## src/rtl/ciscud_captador.sv

```systemverilog
// -----------------------------------------------------------------------------
// ciscud_captador -- instruction fetch stage of the CiscUd core.
//
// Reads variable-length instructions (1..4 bytes, length encoded in
// opcode[7:6]) one byte per memory handshake and hands each complete
// instruction, left-aligned with the opcode in [31:24], to the decoder.
// A redirect from execute may arrive at any time; it never abandons a read
// the memory has not acknowledged yet, so it is parked until that read ends.
//
// Ports
//   Reloj        clock, rising edge
//   Reiniciar    asynchronous active-low reset
//   MemDir       byte address of the current read (the PC)
//   MemLeer      read request, high while fetching
//   MemDato      read data, sampled when MemLeer & MemListo
//   MemListo     memory acknowledge for the current read
//   Instr        assembled instruction, unused low bytes zero
//   InstrLong    instruction length in bytes (1..4)
//   InstrPC      address of the opcode byte
//   InstrValida  Instr/InstrLong/InstrPC valid
//   InstrTomada  decoder accepts the presented instruction
//   Salto        redirect request (one-cycle pulse)
//   DirSalto     redirect target
// -----------------------------------------------------------------------------
module ciscud_captador #(
  parameter int                   ANCHO_DIR  = 8,
  parameter logic [ANCHO_DIR-1:0] PC_INICIAL = '0
) (
  input  logic                 Reloj,
  input  logic                 Reiniciar,
  output logic [ANCHO_DIR-1:0] MemDir,
  output logic                 MemLeer,
  input  logic [7:0]           MemDato,
  input  logic                 MemListo,
  output logic [31:0]          Instr,
  output logic [2:0]           InstrLong,
  output logic [ANCHO_DIR-1:0] InstrPC,
  output logic                 InstrValida,
  input  logic                 InstrTomada,
  input  logic                 Salto,
  input  logic [ANCHO_DIR-1:0] DirSalto
);

  typedef enum logic [1:0] {
    PEDIR_OP  = 2'd0,
    PEDIR_OPR = 2'd1,
    ENTREGA   = 2'd2
  } estado_t;

  estado_t              r_estado;
  estado_t              w_estado_sig;
  logic [ANCHO_DIR-1:0] r_pc;
  logic [31:0]          r_instr;
  logic [2:0]           r_long;
  logic [ANCHO_DIR-1:0] r_instr_pc;
  logic [2:0]           r_cuenta;
  logic                 r_pend;
  logic [ANCHO_DIR-1:0] r_dir_pend;

  logic                 w_captura;
  logic                 w_redir;
  logic [ANCHO_DIR-1:0] w_dir_redir;
  logic                 w_fin_opr;
  logic [ANCHO_DIR-1:0] w_pc_mas1;

  // Instruction length from the two top opcode bits: 00->1 .. 11->4.
  function automatic logic [2:0] long_de_op(input logic [7:0] op);
    return {1'b0, op[7:6]} + 3'd1;
  endfunction

  assign w_pc_mas1   = r_pc + {{(ANCHO_DIR-1){1'b0}}, 1'b1};
  assign w_captura   = MemLeer & MemListo;
  // A fresh Salto wins over a parked one (it overwrites the latched target).
  assign w_dir_redir = Salto ? DirSalto : r_dir_pend;
  // Redirect takes effect immediately in ENTREGA, otherwise only on the edge
  // that completes the outstanding read (whose byte is then dropped).
  assign w_redir     = ((r_estado == ENTREGA) & Salto) | (w_captura & (Salto | r_pend));
  assign w_fin_opr   = (3'(r_cuenta + 3'd1) == r_long);

  assign MemDir    = r_pc;
  assign Instr     = r_instr;
  assign InstrLong = r_long;
  assign InstrPC   = r_instr_pc;

  // --- state register ---
  always_ff @(posedge Reloj or negedge Reiniciar) begin
    if (!Reiniciar) begin
      r_estado <= PEDIR_OP;
    end else begin
      r_estado <= w_estado_sig;
    end
  end

  // --- next state and state-decoded outputs ---
  always_comb begin
    w_estado_sig = r_estado;
    MemLeer      = 1'b0;
    InstrValida  = 1'b0;
    case (r_estado)
      PEDIR_OP: begin
        MemLeer = 1'b1;
        if (MemListo) begin
          if (Salto | r_pend)                w_estado_sig = PEDIR_OP;
          else if (long_de_op(MemDato) == 3'd1) w_estado_sig = ENTREGA;
          else                               w_estado_sig = PEDIR_OPR;
        end
      end
      PEDIR_OPR: begin
        MemLeer = 1'b1;
        if (MemListo) begin
          if (Salto | r_pend) w_estado_sig = PEDIR_OP;
          else if (w_fin_opr) w_estado_sig = ENTREGA;
        end
      end
      ENTREGA: begin
        InstrValida = 1'b1;
        // Salto together with InstrTomada: the instruction is consumed and
        // the redirect still applies; both lead back to PEDIR_OP.
        if (Salto | InstrTomada) w_estado_sig = PEDIR_OP;
      end
      default: w_estado_sig = PEDIR_OP;
    endcase
  end

  // --- PC, pending redirect and instruction assembly ---
  always_ff @(posedge Reloj or negedge Reiniciar) begin
    if (!Reiniciar) begin
      r_pc       <= PC_INICIAL;
      r_instr    <= 32'h0;
      r_long     <= 3'd0;
      r_instr_pc <= '0;
      r_cuenta   <= 3'd0;
      r_pend     <= 1'b0;
      r_dir_pend <= '0;
    end else if (w_redir) begin
      r_pc   <= w_dir_redir;
      r_pend <= 1'b0;
    end else if (MemLeer && Salto) begin
      // Read still unacknowledged: park the target until it completes.
      r_pend     <= 1'b1;
      r_dir_pend <= DirSalto;
    end else if (w_captura) begin
      r_pc <= w_pc_mas1;
      if (r_estado == PEDIR_OP) begin
        r_instr    <= {MemDato, 24'h0};
        r_instr_pc <= r_pc;
        r_long     <= long_de_op(MemDato);
        r_cuenta   <= 3'd1;
      end else begin
        case (r_cuenta)
          3'd1:    r_instr[23:16] <= MemDato;
          3'd2:    r_instr[15:8]  <= MemDato;
          3'd3:    r_instr[7:0]   <= MemDato;
          default: r_instr        <= r_instr;
        endcase
        r_cuenta <= r_cuenta + 3'd1;
      end
    end
  end

endmodule

```

## config.mk

```make
export PLATFORM = sky130hd
export DESIGN_NAME = ciscud_captador
export DESIGN_NICKNAME = d
export VERILOG_FILES = /design/src/rtl/ciscud_captador.sv
export SDC_FILE = /design/constraint.sdc
export NUM_CORES = 1
export LEC_CHECK = 0
export ABC_AREA = 1
export CAP_MARGIN = 30
export CORE_MARGIN = 2
export CORE_UTILIZATION = 46
export CTS_BUF_LIST = sky130_fd_sc_hd__clkbuf_4 sky130_fd_sc_hd__clkbuf_8
export CTS_CLUSTER_SIZE = 10
export DETAILED_ROUTE_END_ITERATION = 8
export HOLD_SLACK_MARGIN = 0.05
export MAX_ROUTING_LAYER = met4
export PLACE_DENSITY = 0.8
export SETUP_SLACK_MARGIN = 0.15
export SLEW_MARGIN = 10
export SYNTH_ARGS = -nofsm -noshare
export SYNTH_HDL_FRONTEND = slang
export SYNTH_SLANG_ARGS = --single-unit
```

## constraint.sdc

```tcl
create_clock -name Reloj -period 1.3 [get_ports Reloj]
set_input_delay 0.39 -clock Reloj [delete_from_list [all_inputs] [get_ports Reloj]]
set_output_delay 0.39 -clock Reloj [all_outputs]
set_load 0.005 [all_outputs]
```

Word-level counts from Yosys, hierarchy flattened
Cells that the tools add are included. W data, S select, Z words.

Add/subtract/negate cells: 3. $mul: 0. Divide/modulo/power cells: 0. $lt $le $gt $ge: 0. Equal/unequal tests: 12. Shift operators: 0. Muxes and demuxes: 21. Bitwise operators: 8. Reductions and logical operators: 16.

Operator list (number): $mux W8 (7); $mux W24 (1); $reduce_and A4 Y1 (5); $mux W2 (7); $reduce_bool A2 Y1 (5); $add A8 B1 Y8 const B (1); $eq A3 B1 Y1 const B (2); $eq A3 B2 Y1 const B (2); $ne A2 B2 Y1 const B (3); $pmux W2 S3 (1); $mux W1 (4); $reduce_and A2 Y1 (2); $add A2 B1 Y3 const B (1); $add A3 B1 Y3 const B (1); $and A1 B1 Y1 (3); $eq A3 B3 Y1 (1); $mux W3 (1); $ne A3 B3 Y1 const B (1); $or A1 B1 Y1 (3); $reduce_and A3 Y1 (1); $eq A2 B1 Y1 const B (1); $eq A2 B2 Y1 const B (1); $logic_not A2 Y1 (1); $ne A2 B1 Y1 const B (1); other kinds (3) (4).

Bits in registers: 65. Bits in latches: 0. RAM bits: 0. Memory bits (read-only): 0. Input port bits: 21. Memories kept: 0.

Logic depth before layout (Yosys ltp)
Gate-level depths: netlist of run 1.

Word-level depth: 8. Depth in mapped cells: 10. Mapped depth without buffers: 10.

Worst setup path after synthesis of run 1
OpenSTA, ideal clock, no wires.

Kind: flip-flop to flip-flop. Start point: register r_cuenta[0]. End point: register r_estado[0]. Arrival: 1.336 ns. Required time: 1.183 ns. Setup slack: -0.153 ns. Cell stages (with the launch flop): 11. Path buffers: 0. Path through: dfrtp_1 ha_1 ha_1 nand2_1 inv_1 nor2_1 nand3_1 nand2_1 nand3_1 nand2_1 nand2_1.

Word-level cells in the longest chain between the ends: 4.

RTL lines: start, declared (RTL line 56) `logic [2:0] r_cuenta;`; start signal, assigned (RTL line 156) `r_cuenta <= r_cuenta + 3'd1;`; $add A3 B1 Y3 (RTL line 78) `assign w_fin_opr = (3'(r_cuenta + 3'd1) == r_long);`; $eq A3 B3 Y1 (RTL line 78); $ne A3 B3 Y1 (no line); $reduce_and A4 Y1 (no line); end signal, assigned (RTL line 90) `r_estado <= w_estado_sig;`; end, declared (RTL line 50) `estado_t r_estado;`.

Every way passes these cells. A chain may end at the register's enable or synchronous reset.

Worst setup path after layout of run 1
Start point: register r_cuenta[1]. End point: register r_estado[0].

Same word-level chain as after synthesis.

==> flow_summary.yaml, run 1 <==
run_status:
  status: "complete, but fails checks"
  violations: "negative setup slack"
pwr:
  power_uw: 11100
  irDropWorstVdd_mv: 1.12
  powerDensity_nw_per_um2: 1970
  p_leak_uw: 0.00289
drt:
  routed_via_density: 5.68
  drt-total-wl_mm: 13.0
  wire_per_inst_um: 20.1
  ant_nets: 0
  drc: 0
  route.vias.total: 3658
  first_iter_violations: 211
  drt-pass1-iter-count: 5
timing:
  timing.hold.ws_ns: 0.0474
  setup_violations: 61
  setup_slack_ns: -0.364
  fmax_mhz: 601
  min_period_ns: 1.66
  slew_violations: 0
  fin_crit_sh: 1.28
  hold_viol: 0
  slew_headroom: 0.626
  worst_pin_slew_ns: 0.555
  skew_ns: 0.0106
  rsz0062_at_grt: "true"
floorplanning:
  num_io_pins: 74
  dieHeight_um: 86.0
  initial_utilization: 0.481
  die_area_um2: 7390
  design.core.area_um2: 6420
  core.rowCount: 29
  fp.dieW_um: 86.0
setup_path:
  slowest_delay_ns: 0.42
  worstSetupPathType: "flop to flop"
  arrival_ns: 1.95
  critical_path_depth: 9
  path_cells: "ha_2, ha_4, nand2_2, inv_2, nor2_2, nand3_2, nand2_2, nand4_1, nand2_1"
  path_common_cell: "nand2_2"
  crit_fanout: 3
  critical_path_buf_inv_count: 1
  path_delay_family: "simple AND/OR/NAND/NOR gates"
  cp_slowest_cell: "dfrtp_1"
  r2r_cells: 9
  critPathLaunchType: "flop"
  endpoint_kind: "flop"
  crit_required_ns: 1.59
synthesis:
  synth_area_leaders: "dfrtp_1, nand2_1, o21ai_0"
  synth-edff-count: 0
  yosysSeqAreaShare: 0.526
  synth_area_um2: 3090
  avgSynthCellArea_um2: 8.42
  syn_nets: 395
  ys_async_sr_fraction: 1.00
  synth_top_cell_by_area: "dfrtp_1"
  synth_top_area_share: 0.526
  ys_seq_elements: 65
  ys.flop_type: "dfrtp_1"
  ys_types: 28
  syn_inst: 367
  yosysWarningCount: 0
clock_tree:
  path_clk_slew_ns: 0.08
  root_buffer: "clkbuf_8"
  cts.sinks: 65
  clk-insertion-delay-late_ns: 0.35
  cts_buffer_depth: 2
  cts_tree: "built"
  cts_htree_levels: 3
  numCtsBuffers: 9
finish:
  layout_commonest_cell: "buf_4"
  final_nets: 590
  utilization: 0.877
  drive_above_1_share: 0.556
  diodes: 0
  area_growth_pct: 82.3
  final_cell_mix: "buf_4, nand2_1, dfrtp_1"
global_routing:
  grt_overflow: 0
  grt_max_degree: 66
  antenna_found_initial: 0
  grt_first_pass_wirelength_mm: 16.2
  grt_use_total: 0.292
  grt_pass1_vias: 3485
place:
  portBuffers: 73
  hpwl_mm: 5.61
  gp_congestion: 0.878
min_path:
  hold_class: "input pin to async pin"
job:
  max_cap_violations: 0
## what timing repair did
action	in CTS	in global routing
gates cloned	7	1
gates resized for setup	320	103
pin swaps	41	34
buffers inserted	35	31
hold buffers	0	0
endpoints found under the setup margin	118	118
## cell usage after synthesis, types with 4 or more instances
library cell	n
o21a_1	10
clkbuf_1	4
nor2_1	26
nand3_1	11
o31ai_1	6
buf_6	4
o22ai_1	10
dfrtp_1	65
buf_2	7
inv_1	37
nand2_1	117
o21ai_0	40
ha_1	7
## state kept, by name, summed over array words and instances, names as in the netlist
| register | flops |
|---|---|
| Instr | 32 |
| InstrLong | 3 |
| InstrPC | 8 |
| MemDir | 8 |
| r_cuenta | 3 |
| r_dir_pend | 8 |
| r_estado | 2 |
| r_pend | 1 |
## final timing paths
check / endpoint / start / slack, ns
worst max-delay path: r_estado[0] / r_cuenta[1] / -0.36
worst min-delay path: Instr[28] / Reiniciar / 0.05
worst max register to register: r_estado[0] / r_cuenta[1] / -0.36
worst min register to register: InstrPC[0] / InstrPC[0] / 0.49
max in group asynchronous: MemDir[0] / Reiniciar / 0.94
min in group Reloj: InstrPC[0] / InstrPC[0] / 0.49
## final cells by class
class	instances	area, µm²
clock buffer	11	151
clock inverter	5	53.8
tap	77	96.3
multi-input combinational	250	1860
fill	248	790
timing repair buffer	197	1660
inverter	39	181
sequential	65	1630
## cells by family (layout without fill, tap and decap cells)
| logic type | after synthesis | after routing | share of synthesized area |
|---|---|---|---|
| AOI/OAI and AO/OA | 75 | 75 | 0.147 |
| xor gates and xnor gates | 1 | 1 | 0.00283 |
| adders and majority gates | 7 | 7 | 0.0283 |
| buffers and inverters | 54 | 252 | 0.0781 |
| DFF | 65 | 65 | 0.526 |
| and+or+nand+nor | 165 | 167 | 0.217 |
## where the power goes
part	switching [µW]	leakage, µW	internal (µW)
logic	3020	0.00196	3010
clock network	857	0.000109	984
registers	470	0.000815	2740
## per-layer routing
metal	GRT usage	up-vias	part of all wire
met5	-	-	0
met4	0.141	0	0.051
met3	0.0549	66	0.064
met2	0.492	230	0.50
met1	0.334	1770	0.38
li1	-	1592	-
## per-stage QoR
step	area, µm²	worst slack (ns)	std cells	setup TNS (ns)
after floorplan	3200	-0.0851	367	-0.741
final	5630	-0.364	644	-9.27
after CTS	4980	-0.215	612	-4.99
after global routing	5630	-0.415	644	-12.26
after detailed placement	4310	-0.559	554	-29.76
after global placement	4310	-0.517	554	-28.90
Note: power is estimated with default switching activity, not from simulation.
==> run 2, diff against run 1 <==
- CORE_UTILIZATION: 46 -> 45
- CTS_BUF_LIST: sky130_fd_sc_hd__clkbuf_4 sky130_fd_sc_hd__clkbuf_8 -> not set
- PLACE_DENSITY: 0.8 -> 0.78
==> run 2 against run 1 <==
The run still ends with negative setup slack left. Core utilization shrank 4.0 points. Clock power is 10% lower. Sequential share of layout area is essentially flat. Critical path type unchanged. Largest power group unchanged.
==> flow_summary.yaml, run 2 (synthesis results as in run 1) <==
finish:
  drive_above_1_share: 0.556
  final_nets: 584
  fillers: 346
  area_growth_pct: 81.9
  final_cell_mix: "nand2_1, buf_4, dfrtp_1"
  largest_reg_flops: 32
  diodes: 0
setup_path:
  crit_fanout: 3
  endpoint_kind: "flop"
  arrival_ns: 1.87
  crit_required_ns: 1.54
  worstSetupPathType: "flop to flop"
  critPathLaunchType: "flop"
floorplanning:
  design.core.area_um2: 6720
  fp.dieW_um: 86.9
  num_io_pins: 74
  die_area_um2: 7550
  core.rowCount: 30
  dieHeight_um: 86.9
  initial_utilization: 0.460
pwr:
  irDropWorstVdd_mv: 1.11
  p_leak_uw: 0.00285
  power_uw: 10800
  powerDensity_nw_per_um2: 1930
timing:
  slew_headroom: 0.753
  slew_violations: 0
  timing.hold.ws_ns: 0.0430
  worst_pin_slew_ns: 0.371
  fin_crit_sh: 1.26
  skew_ns: 0.00964
  setup_slack_ns: -0.332
  fmax_mhz: 613
  min_period_ns: 1.63
  rsz0062_at_grt: "true"
  hold_viol: 0
  setup_violations: 60
global_routing:
  grt_overflow: 0
  grt_use_total: 0.268
  grt_first_pass_wirelength_mm: 15.2
  grt_pass1_vias: 3321
  antenna_found_initial: 0
  grt_max_degree: 66
clock_tree:
  cts_buffer_depth: 2
  clk-insertion-delay-late_ns: 0.35
  cts_tree: "built"
  ctsHoldBuffers: 0
  path_clk_slew_ns: 0.08
  cts.sinks: 65
  root_buffer: "clkbuf_8"
  cts_htree_levels: 3
  numCtsBuffers: 9
place:
  hpwl_mm: 5.86
  portBuffers: 73
  pre_cts_ws_ns: -0.600
  gp_congestion: 0.880
job:
  max_cap_violations: 0
run_status:
  violations: "negative setup slack"
  status: "complete, but fails checks"
drt:
  first_iter_violations: 159
  route.vias.total: 3457
  drt-pass1-iter-count: 4
  routed_via_density: 5.39
  drt-total-wl_mm: 11.9
  ant_nets: 0
  drc: 0
  wire_per_inst_um: 18.5
min_path:
  hold_class: "input pin to async pin"
==> run 2: cell types whose count changed in the layout (fill, tap and decap cells not counted), moves of 3 or more <==
cell,change
o21ai_0,-4
buf_4,-3
nand3_4,+3
clkinvlp_4,+3
nand3_2,-3
nor2_1,-3
o21ai_2,+3
nand2_2,-8
nand2_1,+5
==> run 2: area by class of cell <==
| cell class | instances | area (µm²) | share of cell area |
|---|---|---|---|
| Inverter | 39 | 190 | 0.0338 |
| Multi-Input combinational cell | 249 | 1930 | 0.343 |
| Timing Repair Buffer | 192 | 1590 | 0.283 |
| Clock inverter | 5 | 30.0 | 0.00534 |
| Clock buffer | 11 | 151 | 0.0269 |
| Sequential cell | 65 | 1630 | 0.290 |
| Tap cell | 80 | 100 | 0.0178 |
==> run 2: timing repair <==
| action | 4_1_cts | 5_1_grt |
|---|---|---|
| gates cloned | 2 | 1 |
| endpoints found under the setup margin | 118 | 118 |
| pin swaps | 24 | 54 |
| resized for setup | 322 | 110 |
| setup buffers | 30 | 37 |
==> run 2: final timing paths <==
check,from,to,slack (ns),cells past startpoint
max,r_cuenta[1],r_estado[0],-0.33,10
max in group asynchronous,Reiniciar,InstrPC[0],0.94,2
min,Reiniciar,Instr[0],0.04,2
min reg2reg,Instr[18],Instr[18],0.48,2
min in group Reloj,Instr[18],Instr[18],0.48,2
max reg2reg,r_cuenta[1],r_estado[0],-0.33,10
==> run 2: through the flow <==
stage	instance area (µm²)	std cells	TNS, ns	util
3_3_place_gp	4310	555	-28.35	0.642
6_report	5620	641	-9.80	0.837
5_1_grt	5620	641	-13.84	0.837
2_1_floorplan	3200	367	-0.741	-
4_1_cts	4840	603	-5.37	0.721
3_5_place_dp	4310	555	-29.63	0.642
==> run 2: power by group <==
part | internal [µW] | switching, µW
Combinational | 3030 | 2950
Sequential | 2740 | 470
Clock | 787 | 861
Total | 6560 | 4280
==> run 2: routing by layer <==
metal	up-vias	part of all wire	routed length [µm]	global-route usage
met5	-	0	0	-
met4	0	0.037	439	0.107
met3	44	0.055	649	0.0408
met2	155	0.52	6180	0.462
met1	1682	0.39	4590	0.312
li1	1576	-	-	-
==> run 2: worst max-delay path: stages, from the launching register on <==
cell and delay [ns]:
dfrtp_1 0.40, buf_4 0.14, ha_1 0.33, inv_1 0.09, nand2_1 0.06, nand2_1 0.08
nand3_2 0.11, nand2_2 0.12, nand3_2 0.06, nand2_1 0.08, nand2_1 0.06
